## src/rtl/imem_loader_pkg.sv

```systemverilog
// Shared types and constants for the instruction-memory loader.
// IMEM_LOADER_CHECKSUM_EN adds the trailing checksum state.
package imem_loader_pkg;

    localparam int HDR_BYTES  = 2;
    localparam int WORD_BYTES = 4;

    typedef enum logic [2:0] {
        IDLE,
        HDR0,
        HDR1,
        DATA,
        DONE,
        ERR
`ifdef IMEM_LOADER_CHECKSUM_EN
        ,
        CSUM
`endif
    } state_t;

endpackage

```

## src/rtl/imem_loader_word_packer.sv

```systemverilog
// Little-endian byte-to-word packer; flags the 4th byte of each word.
// The completed word is presented combinationally with that byte.
module word_packer
    import imem_loader_pkg::*;
(
    input  logic        clk,
    input  logic        reset,
    input  logic        clr,
    input  logic        byte_en,
    input  logic [7:0]  byte_in,
    output logic [31:0] word,
    output logic        word_done
);

    logic [1:0]  cnt;
    logic [23:0] acc;

    assign word      = {byte_in, acc};
    assign word_done = byte_en && (cnt == 2'(WORD_BYTES - 1));

    always_ff @(posedge clk or posedge reset) begin
        if (reset) begin
            cnt <= '0;
            acc <= '0;
        end else if (clr) begin
            cnt <= '0;
        end else if (byte_en) begin
            cnt <= cnt + 2'd1;
            acc <= word[31:8];
        end
    end

endmodule

```

## src/rtl/imem_loader.sv

```systemverilog
// Boot loader: header (word count) then little-endian words into IMEM.
// Optional checksum byte via IMEM_LOADER_CHECKSUM_EN.
module imem_loader
    import imem_loader_pkg::*;
#(
    parameter int IMEM_DEPTH      = 1024,
    parameter int IMEM_ADDR_WIDTH = 10
) (
    input  logic                       clk,
    input  logic                       reset,
    input  logic                       start,
    input  logic                       rx_valid,
    input  logic [7:0]                 rx_data,
    output logic                       rx_ready,
    output logic                       imem_we,
    output logic [IMEM_ADDR_WIDTH-1:0] imem_waddr,
    output logic [31:0]                imem_wdata,
    output logic                       cpu_reset_b,
    output logic                       busy,
    output logic                       done,
    output logic                       err
);

    localparam int CW = 17;

    state_t                     state, state_nx;
    logic [15:0]                count_q;
    logic [15:0]                hdr_count;
    logic [IMEM_ADDR_WIDTH-1:0] idx;
    logic [CW-1:0]              idx_nx;
    logic                       xfer, start_ok, byte_en, last_wr;
    logic                       pk_done;
    logic [31:0]                pk_word;
`ifdef IMEM_LOADER_CHECKSUM_EN
    logic [7:0]                 csum;
`endif

    assign start_ok  = start && (state == IDLE || state == DONE || state == ERR);
    assign xfer      = rx_valid && rx_ready;
    assign byte_en   = xfer && (state == DATA);
    assign hdr_count = {rx_data, count_q[7:0]};
    assign idx_nx    = CW'(idx) + CW'(1);
    assign last_wr   = imem_we && (idx_nx == CW'(count_q));

    assign done        = (state == DONE);
    assign err         = (state == ERR);
    assign cpu_reset_b = (state == DONE);
`ifdef IMEM_LOADER_CHECKSUM_EN
    assign busy = state inside {HDR0, HDR1, DATA, CSUM};
`else
    assign busy = state inside {HDR0, HDR1, DATA};
`endif

    // No byte is taken during a write cycle so words never overlap.
    always_comb begin
        rx_ready = 1'b0;
        unique case (state)
            HDR0, HDR1: rx_ready = 1'b1;
            DATA:       rx_ready = !imem_we;
`ifdef IMEM_LOADER_CHECKSUM_EN
            CSUM:       rx_ready = 1'b1;
`endif
            default:    rx_ready = 1'b0;
        endcase
    end

    always_ff @(posedge clk or posedge reset) begin
        if (reset) state <= IDLE;
        else       state <= state_nx;
    end

    always_comb begin
        state_nx = state;
        unique case (state)
            IDLE, DONE, ERR: if (start) state_nx = HDR0;
            HDR0: if (xfer) state_nx = HDR1;
            HDR1: begin
                if (xfer) begin
                    if (hdr_count == 16'd0)
                        state_nx = DONE;
                    else if (CW'(hdr_count) > CW'(IMEM_DEPTH))
                        state_nx = ERR;
                    else
                        state_nx = DATA;
                end
            end
            DATA: begin
`ifdef IMEM_LOADER_CHECKSUM_EN
                if (last_wr) state_nx = CSUM;
`else
                if (last_wr) state_nx = DONE;
`endif
            end
`ifdef IMEM_LOADER_CHECKSUM_EN
            CSUM: if (xfer) state_nx = (rx_data == csum) ? DONE : ERR;
`endif
            default: state_nx = IDLE;
        endcase
    end

    always_ff @(posedge clk or posedge reset) begin
        if (reset) begin
            count_q    <= '0;
            idx        <= '0;
            imem_we    <= 1'b0;
            imem_waddr <= '0;
            imem_wdata <= '0;
        end else begin
            imem_we <= 1'b0;
            if (start_ok)
                idx <= '0;
            else if (imem_we)
                idx <= idx + 1'b1;
            if (xfer && state == HDR0) count_q[7:0]  <= rx_data;
            if (xfer && state == HDR1) count_q[15:8] <= rx_data;
            if (pk_done) begin
                imem_we    <= 1'b1;
                imem_waddr <= idx;
                imem_wdata <= pk_word;
            end
        end
    end

`ifdef IMEM_LOADER_CHECKSUM_EN
    always_ff @(posedge clk or posedge reset) begin
        if (reset)        csum <= '0;
        else if (start_ok) csum <= '0;
        else if (byte_en) csum <= csum ^ rx_data;
    end
`endif

    word_packer u_pack (
        .clk       (clk),
        .reset     (reset),
        .clr       (start_ok),
        .byte_en   (byte_en),
        .byte_in   (rx_data),
        .word      (pk_word),
        .word_done (pk_done)
    );

endmodule

```

## config.mk

```make
export PLATFORM = sky130hd
export DESIGN_NAME = imem_loader
export DESIGN_NICKNAME = d
export VERILOG_FILES = /design/src/rtl/imem_loader_pkg.sv /design/src/rtl/imem_loader_word_packer.sv /design/src/rtl/imem_loader.sv
export SDC_FILE = /design/constraint.sdc
export NUM_CORES = 1
export LEC_CHECK = 0
export ABC_AREA = 1
export ABC_CLOCK_PERIOD_IN_PS = 6110
export CAP_MARGIN = 25
export CORE_ASPECT_RATIO = 0.9
export CORE_MARGIN = 2
export CORE_UTILIZATION = 61
export CTS_BUF_LIST = sky130_fd_sc_hd__clkbuf_8
export DETAILED_ROUTE_END_ITERATION = 6
export PLACE_DENSITY = 0.94
export SLEW_MARGIN = 20
export SYNTH_ARGS = -nofsm -noshare
export SYNTH_HDL_FRONTEND = slang
export SYNTH_SLANG_ARGS = --single-unit
```

## constraint.sdc

```tcl
create_clock -name clk -period 6.11 [get_ports clk]
set_input_delay 1.222 -clock clk [delete_from_list [all_inputs] [get_ports clk]]
set_output_delay 1.222 -clock clk [all_outputs]
set_load 0.01 [all_outputs]
```

* Word level (Yosys, flattened, before mapping) *
Index checks and enable logic that the tools add are counted.

storage, ports and cells
  bits in registers = 98
  bits in latches = 0
  bits in writable memories = 0
  memory bits (read-only) = 0
  input bits = 12
  output and inout port bits = 48
  memories = 0

operators by class
  $add $sub $neg = 3
  multipliers = 0
  div/mod/pow operators = 0
  $lt $le $gt $ge = 1
  equality and inequality tests = 11
  shifts and indexed selects = 0
  muxes and demuxes = 13
  bitwise gates (word level) = 1
  reduce and logical (&&, ||, !) cells = 19

operators with widths
  operator                                                                           count
  10-bit 2-to-1 mux                                                                  2
  3-bit 2-to-1 mux                                                                   6
  11-bit by 16-bit equality test with 1-bit output                                   1
  16-bit by 11-bit greater-than comparator with 1-bit output, second input constant  1
  16-bit zero test                                                                   1
  3-bit one-hot mux with 4 select lines                                              1
  10-bit by 1-bit adder with 11-bit output, second input constant                    1
  10-bit by 1-bit adder with 10-bit output, second input constant                    1
  2-bit != test, second input constant                                               4
  1-bit logical AND                                                                  7
  3-bit by 2-bit equality test with 1-bit output, second input constant              2
  3-bit equality test, second input constant                                         2
  2-bit 2-to-1 mux                                                                   2
  4-bit AND reduction                                                                1
  2-bit nonzero test                                                                 2
  3-bit by 1-bit equality test with 1-bit output, second input constant              1
  3-bit zero test                                                                    1
  3-bit nonzero test                                                                 1
  3-bit OR reduction                                                                 1
  2-bit by 1-bit adder with 2-bit output, second input constant                      1
  2-bit equality test, second input constant                                         1
  1-bit logical OR                                                                   2
  1-bit one-hot mux with 2 select lines                                              1
  2-bit AND reduction                                                                1
  other kinds (4)                                                                    4

* Logic depth before layout (Yosys ltp) *
  depth after elaboration = 7
  depth in mapped cells = 15
  depth with buffers taken out = 15

* Modules after synthesis *
Synthesis repeated with hierarchy kept, for this count alone.

second synthesis, totals
  cell total of the unflattened synthesis = 496
  area total of the unflattened synthesis = 4486.8 sq um

modules (own cells, without submodules)
  module       instances  cells an instance  area each (sq um)  seq. area each (sq um)
  imem_loader  1          369                3354.5             1801.7
  word_packer  1          127                1132.3             650.6

* Least setup slack after synthesis *
Ideal clock, no wire load.

  kind = flip-flop to output port
  from = register state[2]
  to = output rx_ready
  arrival time = 0.990 ns
  data required time = 4.888 ns
  path slack = 3.898 ns
  stages on the path, launching flop included = 4
  path buffers = 0
  path through = dfrtp_1 -> nor3_1 -> inv_2 -> o211ai_4

between the ends
  cells in the longest elaborated chain, start to end = 3

ends and longest elaborated chain
  what                                                                                                              line               source
  start: declaration                                                                                                imem_loader.sv:26  state_t state, state_nx;
  start signal: assignment                                                                                          imem_loader.sv:69  else state <= state_nx;
  3-bit by 1-bit equality test with 1-bit output or 3-bit by 2-bit equality test with 1-bit output (tied branches)  imem_loader.sv:57  unique case (state)
  2-bit OR reduction                                                                                                imem_loader.sv:57
  1-bit one-hot mux with 2 select lines *                                                                           imem_loader.sv:57
  end: declaration                                                                                                  imem_loader.sv:14  output logic rx_ready,

Mark *: on every way between the ends. The rest lies on a longest branch, timed or not.

* Worst setup path in the final report *
Ends and elaborated chain as after synthesis.

==> impl_metrics.ini <==
[setup_path]
crit_chain = nor3_1 > inv_2 > o211ai_4 > clkdlybuf4s50_1
critPathMaxFanout = 5
path_buf_inv = 2
worst-setup-path-type = reg2out
cp-end-kind = output pin
cp-start-kind = register
critPathTopFamily = buffers and inverters
crit_arrival_ps = 2100
max_stage_delay_ps = 580
crit_required_ps = 4890
critPathSlowestCell = clkdlybuf4s50_1

[logic_synthesis]
synth_top_area_share_pct = 57.7
syn_area_per_cell_um2 = 8.58
yosysSeqAreaShare_pct = 57.7
yosys.area.top_type = dfrtp_1
syn_nets = 509
postSynthCellCount = 495
syn-cell-area_um2 = 4250
ys_warn_count = 0
async_flop_share_pct = 100
synth-edff-count = 0
ys_dominant_reg_cell = dfrtp_1
synth.area.top_cells = dfrtp_1 58%, nand2_1 14%, o21ai_0 7.2%
synth.distinct_cells = 28
synth_seq_cells = 98

[pwr]
combPwrFrac_pct = 24.9
p_per_area_nw_per_um2 = 335
power.leakage_nw = 2.38
ir_worst_vdd_uv = 221
pwr-share-clk_pct = 24.2
seqPwrFrac_pct = 50.9
fin_total_pwr_mw = 1.69
p_sw_uw = 581
power.internal_mw = 1.11
swShare_pct = 34.3

[clock_tree]
clock_latency_ps = 370
ctsHoldBuffers = 0
cts_tree = built
cts_setup_buffers = 0
h-tree-depth = 3
cts_resized = 0
clk_pin_slew_worst_paths_ps = 100
cts_sinks = 98
cts_buffers = 9
root_buffer = clkbuf_8
cts_buffer_depth = 2

[layout]
nets = 565
final_area_um2 = 5060
mostFrequentLayoutCells = 164 x nand2_1, 98 x dfrtp_1, 61 x o21ai_0, 59 x clkdlybuf4s50_1, 50 x inv_1
final_common_cell = nand2_1
diodes = 0
n_fill_cell = 444
area_growth_pct = 19.2
drive_gt1_share_pct = 6.47

[die]
placementRows = 28
die_w_um = 92.0
start_util_pct = 63.8
coreArea_um2 = 6660
dieHeight_um = 83.2
top_level_ports = 60
dieArea_um2 = 7650

[routing]
drc = 0
drtIter0Drc = 294
drt_wl_total_mm = 9.77
wl_per_cell_um = 15.1
dr.pass1.iters = 5
ant_nets = 0
viasPerCell = 5.62
routed-via-count = 3631

[timing]
fin_skew_ps = 17.6
slew_headroom_pct = 42.8
rsz0062_at_grt = false
fmax_ghz = 0.301
post-route-min-period_ps = 3320
setup_violations = 0
finalSetupTns_ps = 0
tightest_slew_ps = 857
finalCritPeriodShare_pct = 54.3
finalMaxSlewViolations = 0
hold_viol_final = 0

[global_routing]
gr-usage-met2_pct = 45.4
grt.met1_usage_pct = 35.1
antenna_found_initial = 0
busiest_layer = met2
grt.overflow.total = 0
met3_usage_pct = 5.54
grt_pass1_vias = 3547
grt_max_degree = 64
grt_use_total_pct = 27.2
grt_pass1_wl_mm = 16.4

[min_path]
hold_path_class = reg2reg

[place]
port_buffers = 59
dpl_cell_area_um2 = 4870
place_hpwl_mm = 6.69
gp_congestion = 0.875

[flow_run]
maxCapViolCount = 0

[run_status]
status = finished, final reports clean
==> stage by stage <==
step | util, % | std cells | setup WS (ps) | hold WS (ps)
after floorplan | - | 495 | 2330 | 442
after global placement | 73.2 | 630 | 2860 | 458
after detailed placement | 73.2 | 630 | 2740 | 460
after CTS | 76.1 | 646 | 2820 | 484
after global routing | 76.1 | 646 | 2730 | 512
final | 76.1 | 646 | 2790 | 483
==> flip-flops by register name, indices dropped and copies added (netlist names) <==
name        count
count_q        16
u_pack.cnt      2
u_pack.acc     24
idx            10
imem_we         1
state           3
imem_waddr     10
imem_wdata     32
==> Yosys cell counts, types with 2 or more instances <==
cell / number
inv_2: 7
o21ai_0: 61
nor2_1: 27
o21ai_2: 4
nand3_1: 19
inv_1: 50
dfrtp_1: 98
clkbuf_1: 10
or2_2: 2
o21ai_1: 16
nor3_1: 2
buf_6: 4
nand3b_1: 3
ha_1: 2
nand2_1: 164
nand4_1: 7
o22ai_1: 8
==> power groups by stage <==
stage	Combinational [mW]	Sequential, mW	Clock [mW]
finish	0.422	0.863	0.410
global route	0.484	0.873	0.437
CTS	0.420	0.858	0.412
detailed placement	0.412	0.869	0
global placement	0.382	0.859	0
floorplan	0.302	0.842	0
==> tightest hold or removal path: stages, from the launching register on <==
cell and delay (ps):
dfrtp_1 360, nand2_1 50, nand2_1 50
==> logic make-up after synthesis <==
kind of cell             share of synthesized area (%)
adder cells (fa/ha/maj)                          0.589
buffers and inverters                             7.28
AND/OR/NAND/NOR                                   22.3
flip-flops                                        57.7
AO/OA/AOI/OAI                                     12.1
==> layer usage <==
| layer | vias to the layer above | share of wire [%] |
|---|---|---|
| met5 | - | 0 |
| met4 | 0 | 2.6 |
| met3 | 29 | 6.5 |
| met2 | 171 | 50 |
| met1 | 1735 | 40 |
| li1 | 1696 | - |
==> worst paths after layout <==
path                          startpoint            end  slack, ps  cells after the start
max in group asynchronous          reset     count_q[1]       3680                      3
setup / recovery                state[2]       rx_ready       2790                      4
setup reg to reg                state[2]  imem_waddr[2]       3370                      9
hold reg to reg            u_pack.acc[2]  imem_wdata[2]        480                      2
min in group asynchronous          reset  imem_wdata[0]       1330                      2
hold / removal             u_pack.acc[2]  imem_wdata[2]        480                      2
==> layout make-up <==
type / instances / area [um2] / area share [%]
Sequential cell: 98 / 2450 / 48.4
Clock buffer: 9 / 124 / 2.45
Tap cell: 90 / 113 / 2.22
Clock inverter: 7 / 68.8 / 1.36
Timing Repair Buffer: 61 / 606 / 12.0
Inverter: 57 / 215 / 4.25
Multi-Input combinational cell: 324 / 1490 / 29.3
Power figures use the tool's default switching activity.
